`config.mk`:
```
export PLATFORM = sky130hd
export DESIGN_NAME = wash_panel_ctrl
export DESIGN_NICKNAME = d
export VERILOG_FILES = /design/src/rtl/wash_pkg.sv /design/src/rtl/wash_credit_ctr.sv /design/src/rtl/wash_panel_ctrl.sv
export SDC_FILE = /design/constraint.sdc
export NUM_CORES = 1
export LEC_CHECK = 0
export ABC_AREA = 1
export CAP_MARGIN = 20
export CORE_UTILIZATION = 27
export CTS_BUF_LIST = sky130_fd_sc_hd__clkbuf_8
export DETAILED_ROUTE_END_ITERATION = 8
export GPL_TIMING_DRIVEN = 0
export PLACE_DENSITY_LB_ADDON = 0.08
export SYNTH_ARGS = -nofsm -noshare
export SYNTH_HDL_FRONTEND = slang
export SYNTH_SLANG_ARGS = --single-unit
```
`constraint.sdc`:
```
create_clock -name clk -period 2 [get_ports clk]
set_clock_uncertainty 0.1 [all_clocks]
set_input_delay 0.3 -clock clk [delete_from_list [all_inputs] [get_ports clk]]
set_output_delay 0.3 -clock clk [all_outputs]
set_load 0.05 [all_outputs]
```
`src/rtl/wash_pkg.sv`:
```
// Shared types and default pricing for the wash panel controller.
package wash_pkg;

  typedef enum logic [1:0] {
    ST_IDLE  = 2'd0,
    ST_START = 2'd1,
    ST_RUN   = 2'd2,
    ST_DONE  = 2'd3
  } wash_state_t;

  localparam int DEF_PRICE        = 2;
  localparam int DEF_DOUBLE_PRICE = 3;
  localparam int CREDIT_W         = 4;

endpackage

```
`src/rtl/wash_credit_ctr.sv`:
```
// Saturating coin credit counter; a rejected coin produces a one-cycle refund pulse.
module wash_credit_ctr
  import wash_pkg::*;
#(
  parameter int MAX_CREDIT = 9
) (
  input  logic                clk,
  input  logic                rst,
  input  logic                coin,
  input  logic                deduct,
  input  logic [CREDIT_W-1:0] cost,
  output logic [CREDIT_W-1:0] credit,
  output logic                refund
);

  logic [CREDIT_W-1:0] credit_reg;
  logic [CREDIT_W-1:0] base_next;
  logic                refund_reg;

  // Deduction is applied first so a coin landing in the same cycle sees the reduced credit.
  always_comb begin
    base_next = credit_reg;
    if (deduct) base_next = credit_reg - cost;
  end

  always_ff @(posedge clk) begin
    if (rst) begin
      credit_reg <= '0;
      refund_reg <= 1'b0;
    end else begin
      credit_reg <= base_next;
      refund_reg <= 1'b0;
      if (coin) begin
        if (base_next < CREDIT_W'(MAX_CREDIT)) credit_reg <= base_next + 1'b1;
        else                                   refund_reg <= 1'b1;
      end
    end
  end

  assign credit = credit_reg;
  assign refund = refund_reg;

endmodule

```
`src/rtl/wash_panel_ctrl.sv`:
```
// Coin-operated washer front panel: credit, wash selection, start/pause/done sequencing.
// Optional run watchdog enabled by defining WASH_PANEL_TIMEOUT_EN.
module wash_panel_ctrl
  import wash_pkg::*;
#(
  parameter int PRICE        = DEF_PRICE,
  parameter int DOUBLE_PRICE = DEF_DOUBLE_PRICE,
  parameter int MAX_CREDIT   = 9,
  parameter int TIMEOUT      = 1000
) (
  input  logic                clk,
  input  logic                rst,
  input  logic                coin_pulse,
  input  logic                double_btn,
  input  logic                start_btn,
  input  logic                pause_btn,
  input  logic                wash_done,
  output logic                coin_in,
  output logic                double_wash,
  output logic                timer_pause,
  output logic [CREDIT_W-1:0] credit,
  output logic                refund,
  output logic                busy,
  output logic                fault
);

  wash_state_t         state_reg;
  logic                double_sel_reg;
  logic                coin_in_reg;
  logic                timer_pause_reg;
  logic                busy_reg;
  logic [CREDIT_W-1:0] cost;
  logic                fault_blk;

  assign cost = double_sel_reg ? CREDIT_W'(DOUBLE_PRICE) : CREDIT_W'(PRICE);

  wash_credit_ctr #(
    .MAX_CREDIT (MAX_CREDIT)
  ) u_credit (
    .clk    (clk),
    .rst    (rst),
    .coin   (coin_pulse),
    .deduct (state_reg == ST_START),
    .cost   (cost),
    .credit (credit),
    .refund (refund)
  );

`ifdef WASH_PANEL_TIMEOUT_EN
  logic        fault_reg;
  logic [31:0] run_cnt_reg;
  assign fault_blk = fault_reg;
  assign fault     = fault_reg;
`else
  logic unused_timeout;
  assign unused_timeout = ^32'(TIMEOUT);
  assign fault_blk      = 1'b0;
  assign fault          = 1'b0;
`endif

  always_ff @(posedge clk) begin
    if (rst) begin
      state_reg       <= ST_IDLE;
      double_sel_reg  <= 1'b0;
      coin_in_reg     <= 1'b0;
      timer_pause_reg <= 1'b0;
      busy_reg        <= 1'b0;
`ifdef WASH_PANEL_TIMEOUT_EN
      fault_reg       <= 1'b0;
      run_cnt_reg     <= '0;
`endif
    end else begin
      case (state_reg)
        ST_IDLE: begin
          if (double_btn) double_sel_reg <= ~double_sel_reg;
          if (start_btn && !fault_blk && (credit >= cost)) begin
            state_reg <= ST_START;
            busy_reg  <= 1'b1;
          end
        end
        ST_START: begin
          state_reg   <= ST_RUN;
          coin_in_reg <= 1'b1;
`ifdef WASH_PANEL_TIMEOUT_EN
          run_cnt_reg <= '0;
`endif
        end
        ST_RUN: begin
          if (wash_done) begin
            state_reg       <= ST_DONE;
            coin_in_reg     <= 1'b0;
            timer_pause_reg <= 1'b0;
          end
`ifdef WASH_PANEL_TIMEOUT_EN
          // Paused time does not count toward the watchdog.
          else if (!timer_pause_reg && (run_cnt_reg == 32'(TIMEOUT - 1))) begin
            state_reg       <= ST_IDLE;
            coin_in_reg     <= 1'b0;
            timer_pause_reg <= 1'b0;
            busy_reg        <= 1'b0;
            fault_reg       <= 1'b1;
          end
`endif
          else begin
            if (pause_btn) timer_pause_reg <= ~timer_pause_reg;
`ifdef WASH_PANEL_TIMEOUT_EN
            if (!timer_pause_reg) run_cnt_reg <= run_cnt_reg + 1'b1;
`endif
          end
        end
        ST_DONE: begin
          // Wait for done to drop so a held level cannot re-trigger a wash.
          if (!wash_done) begin
            state_reg <= ST_IDLE;
            busy_reg  <= 1'b0;
          end
        end
        default: state_reg <= ST_IDLE;
      endcase
    end
  end

  assign coin_in     = coin_in_reg;
  assign double_wash = double_sel_reg;
  assign timer_pause = timer_pause_reg;
  assign busy        = busy_reg;

endmodule

```
## After elaboration in Yosys (flattened, before gate mapping)

Index checks and enable logic that the tools add are counted.
W data, S select, Z words.

- Bits in registers: 11
- Word-level logic and storage cells: 47
- Input bits: 7
- Output and inout port bits: 10

- Add/sub/neg operators: 2
- Order comparisons: 2
- Muxes and demuxes: 16
- Equal/unequal tests: 6
- Bitwise operators: 3
- Reductions and logical operators: 11

Operators with widths:

| operator | number |
|---|---|
| $mux W4 | 3 |
| $pmux W2 S4 | 1 |
| $mux W1 | 7 |
| $mux W2 | 3 |
| $ne A2 B2 Y1 const B | 3 |
| $reduce_and A2 Y1 | 3 |
| $reduce_and A3 Y1 | 2 |
| $reduce_bool A2 Y1 | 3 |
| $add A4 B1 Y4 const B | 1 |
| $eq A2 B2 Y1 const B | 2 |
| $ge A4 B2 Y1 | 1 |
| $lt A4 B4 Y1 const B | 1 |
| $pmux W1 S2 | 2 |
| $sub A4 B2 Y4 | 1 |
| $not A1 Y1 | 3 |
| $eq A2 B1 Y1 const B | 1 |
| $logic_not A2 Y1 | 1 |
| $reduce_or A2 Y1 | 1 |
| $logic_and A1 B1 Y1 | 1 |

## Longest topological paths before layout

- Word-level depth: 6
- Mapped depth: 14
- Mapped depth without buffers: 14

## By module

From an unflattened synthesis, not the netlist that was laid out.

- Cells, all modules: 120
- Area total of the unflattened synthesis: 825.8 um^2

By module, submodules not included:

| module | times used | area each (um^2) | cells each |
|---|---|---|---|
| wash_credit_ctr | 1 | 429.2 | 64 |
| wash_panel_ctrl | 1 | 396.6 | 56 |

## Least setup slack after synthesis

Ideal clock, no wire load.

- Kind: register to register
- From: register double_sel_reg, in the netlist double_wash
- To: register u_credit.credit_reg[2], in the netlist u_credit.credit[2]
- Slack: -0.215 ns
- Cell stages (with the launch flop): 14
- Clock period less this slack: 2.215 ns
- Arrival: 2.006 ns
- Library setup time: 0.110 ns
- Required time: 1.790 ns
- Path buffers: 0
- Cell sequence: dfxtp_1 ha_1 inv_1 ha_1 nand2_1 o21ai_0 inv_1 ha_1 nand3_1 nand3_2 nand3_1 nand2_1 inv_1 nor2_1

- Longest elaborated chain between the ends: 6

RTL lines:

| item | line | source |
|---|---|---|
| from (decl) | wash_panel_ctrl.sv:28 | `logic double_sel_reg;` |
| from (signal assigned) | wash_panel_ctrl.sv:75 | `if (double_btn) double_sel_reg <= ~double_sel_reg;` |
| $mux W1 * | wash_panel_ctrl.sv:35 | `assign cost = double_sel_reg ? CREDIT_W'(DOUBLE_PRICE) : CREDIT_W'(PRICE);` |
| $sub A4 B2 Y4 * | wash_credit_ctr.sv:23 | `if (deduct) base_next = credit_reg - cost;` |
| $mux W4 * | wash_credit_ctr.sv:23 |  |
| $add A4 B1 Y4 or $lt A4 B4 Y1 (tied branches) | wash_credit_ctr.sv:34 | `if (base_next < CREDIT_W'(MAX_CREDIT)) credit_reg <= base_next + 1'b1;` |
| $mux W4 | wash_credit_ctr.sv:34 |  |
| $mux W4 * | wash_credit_ctr.sv:33 | `if (coin) begin` |
| to (signal assigned) | wash_credit_ctr.sv:31 | `credit_reg <= base_next;` |
| to (signal assigned) | wash_credit_ctr.sv:34 |  |
| to (decl) | wash_credit_ctr.sv:16 | `logic [CREDIT_W-1:0] credit_reg;` |

Mark *: on every way between the ends. The rest lies on a longest branch, timed or not.
A chain may end at the register's enable or synchronous reset.

## Worst setup path after layout

- From: register u_credit.credit_reg[2], in the netlist u_credit.credit[2]
- To: output credit[2]

RTL lines:

| item | line | source |
|---|---|---|
| to (decl) | wash_panel_ctrl.sv:21 | `output logic [CREDIT_W-1:0] credit,` |

No word-level cell between the ends.

==> flow_summary.html <==
<table>
<tr><th>Metric</th><th>Value</th></tr>
<tr><th colspan="2">Yosys</th></tr>
<tr><td>Synth unique cells</td><td>18</td></tr>
<tr><td>Post-synth EDFFs</td><td>0</td></tr>
<tr><td>Leading cell type by number of instances after synthesis</td><td>sky130_fd_sc_hd__nand2_1</td></tr>
<tr><td>Share of Yosys cell area claimed by the top area cell type</td><td>31.7%</td></tr>
<tr><td>Cell type with the largest total area after synthesis</td><td>sky130_fd_sc_hd__dfxtp_1</td></tr>
<tr><td>Proportion of synthesized chip area in sequential cells</td><td>31.7%</td></tr>
<tr><td>Post-Syn Area</td><td>694 um^2</td></tr>
<tr><td>Flip-flop and latch count after synthesis</td><td>11</td></tr>
<tr><td>Cell count after synthesis</td><td>101</td></tr>
<tr><td>Synth area leaders</td><td>sky130_fd_sc_hd__dfxtp_1, sky130_fd_sc_hd__ha_1, sky130_fd_sc_hd__nand2_1</td></tr>
<tr><td>Post-Syn Nets</td><td>117</td></tr>
<tr><td>Main synth FF type</td><td>sky130_fd_sc_hd__dfxtp_1</td></tr>
<tr><td>FFs w/ async S/R, synth</td><td>0%</td></tr>
<tr><td>Top post-synthesis cells by count</td><td>sky130_fd_sc_hd__nand2_1, sky130_fd_sc_hd__inv_1, sky130_fd_sc_hd__dfxtp_1, sky130_fd_sc_hd__ha_1</td></tr>
<tr><td>Count of yosys warnings during synthesis</td><td>0</td></tr>
<tr><td>Synthesized area per cell</td><td>6.88 um^2</td></tr>
<tr><th colspan="2">Worst setup path</th></tr>
<tr><td>Cell family contributing the most delay on the critical path</td><td>buffers and inverters</td></tr>
<tr><td>Data required time of the critical path</td><td>1600 ps</td></tr>
<tr><td>Crit path capture</td><td>credit[2]</td></tr>
<tr><td>Crit path from</td><td>u_credit.credit[2]$_SDFF_PP0_</td></tr>
<tr><td>Class of the most critical setup path</td><td>reg -&gt; out</td></tr>
<tr><td>Critical R2R Capture</td><td>u_credit.credit[0]$_SDFF_PP0_</td></tr>
<tr><td>Buf+Inv Stages, Crit Path</td><td>1</td></tr>
<tr><td>Sequence of cells on the critical path</td><td>clkdlybuf4s50_1</td></tr>
<tr><td>Arrival time reported for the critical path endpoint</td><td>1490 ps</td></tr>
<tr><td>Peak per-stage delay on the critical path</td><td>840 ps</td></tr>
<tr><td>CP Depth</td><td>1</td></tr>
<tr><td>Worst r2r src</td><td>u_credit.credit[0]$_SDFF_PP0_</td></tr>
<tr><td>R2R setup slack</td><td>130 ps</td></tr>
<tr><td>Cells on worst reg2reg path</td><td>13</td></tr>
<tr><td>Endpoint type of the worst setup path</td><td>primary output</td></tr>
<tr><td>Slowest stage cell, crit path</td><td>sky130_fd_sc_hd__clkdlybuf4s50_1</td></tr>
<tr><td>Largest fanout on the critical path</td><td>5</td></tr>
<tr><td>Category of the worst setup path launch point</td><td>flip-flop</td></tr>
<tr><th colspan="2">STA</th></tr>
<tr><td>Minimum clock period</td><td>1890 ps</td></tr>
<tr><td>Setup-violating endpoint count in the final report</td><td>0</td></tr>
<tr><td>Slew Viols, Final</td><td>0</td></tr>
<tr><td>Highest Clock Rate</td><td>529 MHz</td></tr>
<tr><td>Worst Tran Pin Value</td><td>497 ps</td></tr>
<tr><td>Sum of negative setup slack</td><td>0 ps</td></tr>
<tr><td>Final number of hold-violating endpoints</td><td>0</td></tr>
<tr><td>Normalized max-slew margin</td><td>66.8%</td></tr>
<tr><td>Share of the cycle needed by the critical path after routing</td><td>94.5%</td></tr>
<tr><th colspan="2">Floorplanning</th></tr>
<tr><td>Number of primary I/O pins</td><td>17</td></tr>
<tr><td>Height of the chip</td><td>52.7 um</td></tr>
<tr><td>Floorplan core area</td><td>0.00245 mm^2</td></tr>
<tr><td>Die Span X</td><td>52.7 um</td></tr>
<tr><td>Row cnt</td><td>18</td></tr>
<tr><td>Effective utilization at floorplan</td><td>28.3%</td></tr>
<tr><td>Area enclosed by the die boundary</td><td>0.00278 mm^2</td></tr>
<tr><th colspan="2">Placement</th></tr>
<tr><td>GP Congestion</td><td>0.827</td></tr>
<tr><td>Final HPWL DP</td><td>1.08 mm</td></tr>
<tr><td>Count of buffers inserted at the top-level ports</td><td>15</td></tr>
<tr><th colspan="2">Clock tree</th></tr>
<tr><td>Clock insertion delay at the later pin of the skew report</td><td>240 ps</td></tr>
<tr><td>Number of H-tree branching levels</td><td>1</td></tr>
<tr><td>Cts bufs inserted</td><td>3</td></tr>
<tr><td>Deepest clock path buffer count</td><td>2</td></tr>
<tr><td>Clock input transition at the sequential cells of the worst setup and hold paths</td><td>50 ps</td></tr>
<tr><td>Clock root cell</td><td>sky130_fd_sc_hd__clkbuf_8</td></tr>
<tr><td>TritonCTS clock tree</td><td>yes</td></tr>
<tr><td># clock sinks</td><td>11</td></tr>
<tr><th colspan="2">Detailed routing</th></tr>
<tr><td>Vias</td><td>646</td></tr>
<tr><td>Total DRC errors in the routed layout</td><td>0</td></tr>
<tr><td>Remaining antenna violation count</td><td>0</td></tr>
<tr><td>Vias per std cell</td><td>4.28</td></tr>
<tr><td>Violation count after the first detailed-route iteration</td><td>9</td></tr>
<tr><td>Wirelength per Cell</td><td>9.84 um</td></tr>
<tr><td>Total detailed-routing wirelength</td><td>1.49 mm</td></tr>
<tr><td>Detailed-routing iteration count for the pre-antenna-repair pass</td><td>4</td></tr>
<tr><th colspan="2">Global route</th></tr>
<tr><td>Overall fraction of global-route tracks in use</td><td>12.3%</td></tr>
<tr><td>Number of antenna violations at the first check in global routing</td><td>0</td></tr>
<tr><td>Vias in the first global route</td><td>546</td></tr>
<tr><td>Largest net degree at the start of global routing</td><td>10</td></tr>
<tr><td>Overflow left after global routing</td><td>0</td></tr>
<tr><td>First-pass GRT wire length</td><td>2.36 mm</td></tr>
<tr><th colspan="2">Final layout</th></tr>
<tr><td>Number of antenna diodes</td><td>0</td></tr>
<tr><td>Flip-flop count of the largest register, all copies and words added</td><td>4</td></tr>
<tr><td>Number of nets at the end of the flow</td><td>138</td></tr>
<tr><td>Fraction of layout cells with a size suffix above 1</td><td>14.9%</td></tr>
<tr><td>Number of fill cells</td><td>255</td></tr>
<tr><td>Post-synthesis to final-layout area growth</td><td>40.9%</td></tr>
<tr><th colspan="2">Run</th></tr>
<tr><td>Number of max-capacitance violations reported</td><td>0</td></tr>
<tr><th colspan="2">Power</th></tr>
<tr><td>Worst IR Drop VDD</td><td>1030 uV</td></tr>
<tr><td>Total power</td><td>1670 uW</td></tr>
<tr><td>Pwr/cell area</td><td>1710 mW/mm^2</td></tr>
<tr><td>Lkg Pwr</td><td>0.000436 uW</td></tr>
<tr><th colspan="2">Status</th></tr>
<tr><td>Run status</td><td>complete, no violations</td></tr>
<tr><th colspan="2">Worst hold path</th></tr>
<tr><td>Type of the tightest min-delay check</td><td>reg -&gt; reg</td></tr>
</table>
## routing by layer
layer | vias to the layer above | GRT usage, % | part of all wire, %
met5 | - | 0 | 0
met4 | 0 | 6.58 | 1.7
met3 | 5 | 5.51 | 7.1
met2 | 16 | 15.6 | 38
met1 | 268 | 16.9 | 53
li1 | 357 | - | -
## power breakdown
part	internal (uW)	switching [uW]	total, uW
sequential	315	75.1	390
clock	135	90.1	225
combinational	387	669	1060
total	838	834	1670
## kinds of logic after synthesis
family,after synthesis,share of synthesized area [%]
AOI/OAI and AO/OA,16,11.5
xor gates and xnor gates,1,1.26
other,1,0.540
adders and majority gates,9,16.2
and+or+nand+nor,44,27.9
DFF,11,31.7
buffers and inverters,19,10.8
## worst min-delay path by stage
stage	from	to	cells after the start
floorplan	rst	double_wash$_SDFFE_PP0P_	1
global placement	busy$_SDFFE_PP0P_	busy$_SDFFE_PP0P_	2
detailed placement	busy$_SDFFE_PP0P_	busy$_SDFFE_PP0P_	2
CTS	busy$_SDFFE_PP0P_	busy$_SDFFE_PP0P_	2
global route	busy$_SDFFE_PP0P_	busy$_SDFFE_PP0P_	2
finish	busy$_SDFFE_PP0P_	busy$_SDFFE_PP0P_	2
## cells in the final DEF (no fill, tap or decap), drive strengths merged
cell           synthesis  layout
conb                   1       1
a21oi                  7       7
ha                     9       9
buf                    1       2
clkdlybuf4s50          0      15
nand4                  2       2
nand3                  9       9
dfxtp                 11      11
clkbuf                 0       3
inv                   18      19
nand2                 23      23
nor2                   9       9
xor2                   1       1
o21ai                  9       9
or2                    1       1
## worst register-to-register path, delay by kind of cell (launching register included)
family                     cells  cell delay (ps)
and+or+nand+nor                5              420
adders and majority gates      3              540
DFF                            1              350
buffers and inverters          3              170
AOI/OAI and AO/OA              2              200
## repair_timing
action,CTS,global route
gates resized for setup,2,7
pin swaps,0,1
buffers inserted,0,1
endpoints found under the setup margin,3,4
hold buffers,0,0
## stage by stage
step / instance area, um^2 / instances / setup slack [ps] / hold slack, ps / utilization (%)
5_1_grt: 978 / 151 / -12.9 / 389 / 39.9
2_1_floorplan: 703 / 101 / 56.1 / 263 / -
3_5_place_dp: 891 / 146 / -102 / 344 / 36.3
3_3_place_gp: 891 / 146 / -120 / 340 / 36.3
6_report: 978 / 151 / 109 / 355 / 39.9
4_1_cts: 936 / 150 / 5.23 / 361 / 38.1
## final cells by class
type | instances | area [um^2] | area share [%]
Clock buffer | 3 | 41.3 | 4.22
Timing Repair Buffer | 16 | 158 | 16.1
Buffer | 1 | 7.51 | 0.767
Tap cell | 30 | 37.5 | 3.84
Sequential cell | 11 | 229 | 23.4
Clock inverter | 1 | 3.75 | 0.384
Multi-Input combinational cell | 71 | 434 | 44.4
Inverter | 18 | 67.6 | 6.91
Power figures use the tool's default switching activity.
